## src/rtl/booth_seq_mult.sv

```systemverilog
// Sequential signed Booth multiplier with a start/busy/done handshake; product is held until the next result.
// Radix-2 by default; define BOOTH_RADIX4_EN for modified-Booth radix-4 (half the iterations).
module booth_seq_mult #(
  parameter int WIDTH = 8
) (
  input  logic                 clk,
  input  logic                 rst,
  input  logic                 start,
  input  logic [WIDTH-1:0]     m,
  input  logic [WIDTH-1:0]     q,
  output logic                 busy,
  output logic                 done,
  output logic [2*WIDTH-1:0]   product
);

`ifdef BOOTH_RADIX4_EN
  localparam int SHIFT = 2;
`else
  localparam int SHIFT = 1;
`endif
  // Extra accumulator headroom absorbs +-M (or +-2M) with M = -2^(WIDTH-1).
  localparam int AW    = WIDTH + SHIFT;
  localparam int ITERS = WIDTH / SHIFT;
  localparam int CW    = $clog2(ITERS + 1);

  typedef enum logic {IDLE = 1'b0, CALC = 1'b1} state_t;

  state_t                  state_q, state_d;
  logic signed [AW-1:0]    m_q, m_d;
  logic signed [AW-1:0]    a_q, a_d;
  logic signed [AW-1:0]    addend, a_sum;
  logic [WIDTH-1:0]        q_q, q_d;
  logic                    qm1_q, qm1_d;
  logic [CW-1:0]           cnt_q, cnt_d;
  logic [2*WIDTH-1:0]      prod_q, prod_d;
  logic                    done_q, done_d;
  logic signed [AW+WIDTH:0] cat_s, sh_s;

`ifdef BOOTH_RADIX4_EN
  function automatic logic signed [AW-1:0] booth_addend(input logic signed [AW-1:0] mm,
                                                        input logic [2:0] trip);
    case (trip)
      3'b001, 3'b010: booth_addend = mm;
      3'b011:         booth_addend = mm <<< 1;
      3'b100:         booth_addend = -(mm <<< 1);
      3'b101, 3'b110: booth_addend = -mm;
      default:        booth_addend = '0;
    endcase
  endfunction
`else
  function automatic logic signed [AW-1:0] booth_addend(input logic signed [AW-1:0] mm,
                                                        input logic [1:0] pair);
    case (pair)
      2'b01:   booth_addend = mm;
      2'b10:   booth_addend = -mm;
      default: booth_addend = '0;
    endcase
  endfunction
`endif

  always_comb begin
    state_d = state_q;
    m_d     = m_q;
    a_d     = a_q;
    q_d     = q_q;
    qm1_d   = qm1_q;
    cnt_d   = cnt_q;
    prod_d  = prod_q;
    done_d  = 1'b0;

`ifdef BOOTH_RADIX4_EN
    addend = booth_addend(m_q, {q_q[1:0], qm1_q});
`else
    addend = booth_addend(m_q, {q_q[0], qm1_q});
`endif
    a_sum = a_q + addend;
    // One combined arithmetic shift moves {A,Q,q_-1} together.
    cat_s = {a_sum, q_q, qm1_q};
    sh_s  = cat_s >>> SHIFT;

    case (state_q)
      IDLE: begin
        if (start) begin
          m_d     = {{SHIFT{m[WIDTH-1]}}, m};
          a_d     = '0;
          q_d     = q;
          qm1_d   = 1'b0;
          cnt_d   = CW'(ITERS);
          state_d = CALC;
        end
      end
      CALC: begin
        if (cnt_q != '0) begin
          a_d   = sh_s[AW+WIDTH:WIDTH+1];
          q_d   = sh_s[WIDTH:1];
          qm1_d = sh_s[0];
          cnt_d = cnt_q - CW'(1);
        end else begin
          prod_d  = {a_q[WIDTH-1:0], q_q};
          done_d  = 1'b1;
          state_d = IDLE;
        end
      end
      default: state_d = IDLE;
    endcase
  end

  always_ff @(posedge clk or posedge rst) begin
    if (rst) begin
      state_q <= IDLE;
      m_q     <= '0;
      a_q     <= '0;
      q_q     <= '0;
      qm1_q   <= 1'b0;
      cnt_q   <= '0;
      prod_q  <= '0;
      done_q  <= 1'b0;
    end else begin
      state_q <= state_d;
      m_q     <= m_d;
      a_q     <= a_d;
      q_q     <= q_d;
      qm1_q   <= qm1_d;
      cnt_q   <= cnt_d;
      prod_q  <= prod_d;
      done_q  <= done_d;
    end
  end

  assign busy    = (state_q == CALC);
  assign done    = done_q;
  assign product = prod_q;

endmodule

```

## config.mk

```make
export PLATFORM = sky130hd
export DESIGN_NAME = booth_seq_mult
export DESIGN_NICKNAME = d
export VERILOG_FILES = /design/src/rtl/booth_seq_mult.sv
export SDC_FILE = /design/constraint.sdc
export NUM_CORES = 1
export LEC_CHECK = 0
export ABC_AREA = 1
export CORE_ASPECT_RATIO = 0.75
export CORE_MARGIN = 5
export CORE_UTILIZATION = 25
export DETAILED_ROUTE_END_ITERATION = 10
export PLACE_DENSITY = 0.47
export SLEW_MARGIN = 25
export SYNTH_ARGS = -nofsm -noshare
export SYNTH_HDL_FRONTEND = slang
export SYNTH_SLANG_ARGS = --single-unit
```

## constraint.sdc

```tcl
create_clock -name clk -period 4.13 [get_ports clk]
set_input_delay 0.826 -clock clk [delete_from_list [all_inputs] [get_ports clk]]
set_output_delay 0.826 -clock clk [all_outputs]
set_load 0.005 [all_outputs]
```

Word-level counts from Yosys, hierarchy flattened:

Cells that the tools add are included.

* register bits: 48
* latch bits: 0
* bits in writable memories: 0
* ROM bits: 0
* bits of input ports: 19
* output and inout bits: 18
* memories kept: 0

* add/subtract/negate cells: 3
* $mul: 0
* divide/modulo/power cells: 0
* magnitude comparators: 0
* eq/ne operators: 4
* shifts and indexed selects: 0
* multiplexer cells: 18
* bitwise operators: 2
* reductions and logical operators: 4

Operators by type and width (number)
* one-hot mux 9 bit (2 select lines): 2
* two-way mux 9 bit: 2
* two-way mux 8 bit: 2
* one-hot mux 8 bit (2 select lines): 1
* adder 9 bit: 1
* negation 8 -> 9 bit: 1
* two-way mux 4 bit: 2
* one-hot mux 4 bit (2 select lines): 1
* two-way mux 1 bit: 6
* AND reduction 2 bit: 3
* one-hot mux 1 bit (2 select lines): 2
* nonzero test 4 bit: 1
* subtractor 4 x 1 -> 4 bit, second input constant: 1
* equality test 2 x 1 -> 1 bit, second input constant: 1
* equality test 2 bit, second input constant: 1
* inequality test 2 x 1 -> 1 bit, second input constant: 1
* inequality test 2 bit, second input constant: 1
* inverter 1 bit: 2

Logic depth before layout (Yosys ltp):

* depth in word-level cells: 5
* gate-level depth with buffers: 19

Worst setup path after synthesis:

Ideal clock, no wire load.

* path type: reg2reg
* start: register q_q[0]
* end: register a_q[7]
* setup time: 117 ps
* arrival: 2183 ps
* setup slack: 1830 ps
* stages on the path, launching flop included: 16
* cell sequence: dfrtp_1 -> inv_1 -> ha_1 -> clkbuf_2 -> a211oi_1 -> ha_1 -> inv_1 -> fa_1 -> inv_1 -> nand3_1 -> nand2_1 -> nand2_1 -> nand2_1 -> nand3_1 -> nand3_1 -> nand2_1

* longest elaborated chain between the ends: 5

RTL lines
* start: declaration: line 32 `logic [WIDTH-1:0] q_q, q_d;`
* start signal: assignment: line 122 `q_q <= q_d;`
* equality test 2 bit / equality test 2 x 1 -> 1 bit (equally long branches): line 53 `case (pair)`
* one-hot mux 9 bit (2 select lines) *: line 53
* adder 9 bit *: line 76 `a_sum = a_q + addend;`
* two-way mux 9 bit *: line 93 `if (cnt_q != '0) begin`
* one-hot mux 9 bit (2 select lines) *: line 81 `case (state_q)`
* end signal: assignment: line 112 `a_q <= '0;`
* end signal: assignment: line 121 `a_q <= a_d;`
* end: declaration: line 30 `logic signed [AW-1:0] a_q, a_d;`

Mark *: on every way between the ends. The rest lies on a longest branch, timed or not. The select of a mux whose other input is x is not followed.
A chain may end at the register's enable or synchronous reset.

Worst setup path after layout:

* start: register qm1_q
* end: register a_q[7]

* longest elaborated chain between the ends: 5

RTL lines
* start: declaration: line 33 `logic qm1_q, qm1_d;`
* start signal: assignment: line 123 `qm1_q <= qm1_d;`
* equality test 2 bit / equality test 2 x 1 -> 1 bit (equally long branches): line 53
* one-hot mux 9 bit (2 select lines) *: line 53
* adder 9 bit *: line 76
* two-way mux 9 bit *: line 93
* one-hot mux 9 bit (2 select lines) *: line 81

Marks and branches as above.

==> flow_metrics.py <==
metrics = {
    "run_status": {
        "status": "completed",
    },
    "worst_setup_path": {
        "path_max_fanout": 6,
        "reg2reg_to": "a_q[7]",
        "endpoint_kind": "flip-flop",
        "timing.rr.start": "qm1_q",
        "cp-start-kind": "flip-flop",
        "r2r_cells": 15,
        "rrSetupSlack_ns": 1.47,
        "arrival_ns": 2.83,
        "crit_required_ns": 4.31,
        "crit_type": "flip-flop to flip-flop",
    },
    "logic_synthesis": {
        "synth_area_leader_cell": "dfrtp_1",
        "synth_fp_nets": 314,
        "syn_inst": 282,
        "yosys-top-cells-area": "dfrtp_1, nand2_1, ha_1",
        "avgSynthCellArea_um2": 8.789,
        "async_flop_share": 1.000,
        "seq_area_frac_synth": 0.4745,
        "ys.flop_type": "dfrtp_1",
        "ys_seq_elements": 47,
        "synth_edf_count": 0,
        "ys_warn_count": 0,
        "synth.distinct_cells": 30,
        "synth_top_area_share": 0.4745,
        "syn_area_mm2": 0.002479,
    },
    "power_and_ir_drop": {
        "power_per_cell_area_mw_per_mm2": 793.6,
        "cellLeakagePower_nw": 1.445,
        "vdd_drop_max_uv": 233.6,
        "total_power_mw": 2.478,
    },
    "routing": {
        "drtIter0Drc": 95,
        "route.detailed.drc": 0,
        "wl_per_cell_um": 13.43,
        "dr.pass1.iters": 4,
        "num_vias": 2048,
        "via_per_inst": 4.521,
        "wirelength_um": 6085,
        "ant_nets": 0,
    },
    "placement": {
        "globalplace.congestion": 0.8102,
        "dp.cells": 445,
        "hpwl_um": 4531,
        "portBuffers": 36,
    },
    "die": {
        "die_area_mm2": 0.01203,
        "pin_count": 37,
        "die_h_um": 96.23,
        "fp-row-count": 31,
        "initial_utilization": 0.2566,
        "die_w_um": 125.0,
        "core_mm2": 0.009658,
    },
    "sta": {
        "relSlewSlack": 0.4609,
        "setup_viol": 0,
        "hold_violations": 0,
        "worst_slew_pin_slew_ns": 0.8075,
        "fin_tns_setup_ns": 0,
        "min_period_ns": 2.657,
        "rsz0062_at_grt": "no",
        "finClkSkew_ns": 0.008432,
        "fmax_mhz": 376.4,
        "drv_slew": 0,
        "whs_ns": 0.4854,
        "post-route-period-util": 0.6433,
    },
    "clock_network": {
        "cts_resized": 0,
        "clock_latency_ns": 0.29,
        "h-tree-depth": 2,
        "cts_setup_buffers": 0,
        "cts_sinks": 47,
        "max-clock-path-buffers": 2,
        "cts_root_buf": "clkbuf_16",
        "cts_inserted_buffers": 5,
        "path_clk_slew_ns": 0.06,
        "cts_tree": "done",
        "cts_hold_buf": 0,
    },
    "min_path": {
        "holdPathStages": 1,
        "hp-start": "product[15]",
        "hold_end": "product[15]",
        "hp-class": "flip-flop to flip-flop",
    },
    "finish": {
        "fin_nets": 352,
        "syn_to_final_growth_pct": 26.00,
        "fin_cells": 453,
        "antenna_cells": 0,
        "fillers": 1023,
        "drive_gt1_frac": 0.09657,
    },
    "grt": {
        "grt_pass1_vias": 2029,
        "grt_pass1_wl_um": 10340,
        "grt_overflow": 0,
        "grt_use_total": 0.1085,
        "antenna_found_initial": 0,
        "grt_max_degree": 39,
    },
    "job": {
        "cap_violations": 0,
    },
}
-- how the worst max path moves through the flow --
stage / startpoint / endpoint / slack, ns
floorplan: q_q[0] / a_q[7] / 1.83
global placement: qm1_q / a_q[7] / 1.51
detailed placement: qm1_q / a_q[7] / 1.51
CTS: qm1_q / a_q[7] / 1.48
global route: q_q[0] / a_q[7] / 1.25
finish: qm1_q / a_q[7] / 1.47
-- placed cells by master (no fill, tap or decap), types with 4 or more instances in the layout --
cell,count
clkdlybuf4s50_1,36
nor2_1,15
clkbuf_16,5
dfrtp_1,47
a21oi_1,15
nand2_1,75
a22oi_1,7
inv_1,26
nand3_1,18
o21ai_0,20
mux2_2,13
ha_1,12
o21a_1,4
-- where the power goes --
part | switching [mW] | total [mW] | internal (mW)
registers | 0.166 | 0.854 | 0.687
clock network | 0.181 | 0.408 | 0.227
logic | 0.678 | 1.22 | 0.539
total | 1.03 | 2.48 | 1.45
-- synthesized netlist by cell type, drive strengths merged, types with 3 or more instances --
library cell  instances
nand3                18
o22ai                 3
buf                   5
nor2                 16
nand2                77
dfrtp                47
o21a                  4
a21oi                15
ha                   12
inv                  31
o21ai                20
a22oi                 7
mux2                 13
-- layer usage --
metal  up-vias  GRT usage  part of all wire  routed length (µm)
met5         -          0                 0                   0
met4         0    0.02166            0.0069                  42
met3         7    0.02995             0.041                 251
met2        59     0.1606              0.40                2436
met1       963     0.1583              0.55                3354
li1       1019          -                 -                   -
-- through the flow --
step                        util  area [µm²]  setup slack (ns)
after floorplan                -        2479             1.830
after global placement    0.3081        2975             1.513
after detailed placement  0.3081        2975             1.511
after CTS                 0.3234        3123             1.475
after global routing      0.3234        3123             1.251
final                     0.3234        3123             1.473
-- flip-flops by register name, summed over array words and instances, names as in the netlist --
| name | cells |
|---|---|
| product | 16 |
| a_q | 8 |
| m_q | 8 |
| q_q | 8 |
| cnt_q | 4 |
| busy | 1 |
| done | 1 |
| qm1_q | 1 |
-- critical path, cell delays in order, from the launching register on --
cell	delay, ns
dfrtp_1	0.39
inv_1	0.09
ha_1	0.28
inv_1	0.14
a211oi_1	0.30
ha_1	0.23
inv_1	0.07
fa_1	0.43
inv_1	0.08
nand3_1	0.06
nand2_1	0.11
nand2_1	0.06
nand2_1	0.11
nand3_1	0.08
nand3_1	0.08
nand2_1	0.05
-- layout make-up --
type                    instances  area [µm²]  share of cell area
clock inverters                 3       22.52            0.007212
well taps                     132       165.2             0.05288
clock buffers                   5       125.1             0.04006
multi-input cells             197        1137              0.3642
inverters                      31       121.4             0.03886
repair buffers                 38       375.4              0.1202
flip-flops and latches         47        1176              0.3766
-- kinds of logic after synthesis --
group	Yosys count	share of synthesized area
DFF	47	0.4745
AOI/OAI and AO/OA	54	0.1262
xor gates and xnor gates	2	0.007068
adders and majority gates	13	0.06865
buffers and inverters	38	0.06663
muxes	13	0.05906
and+or+nand+nor	115	0.1979
(Power assumes the default switching activity.)
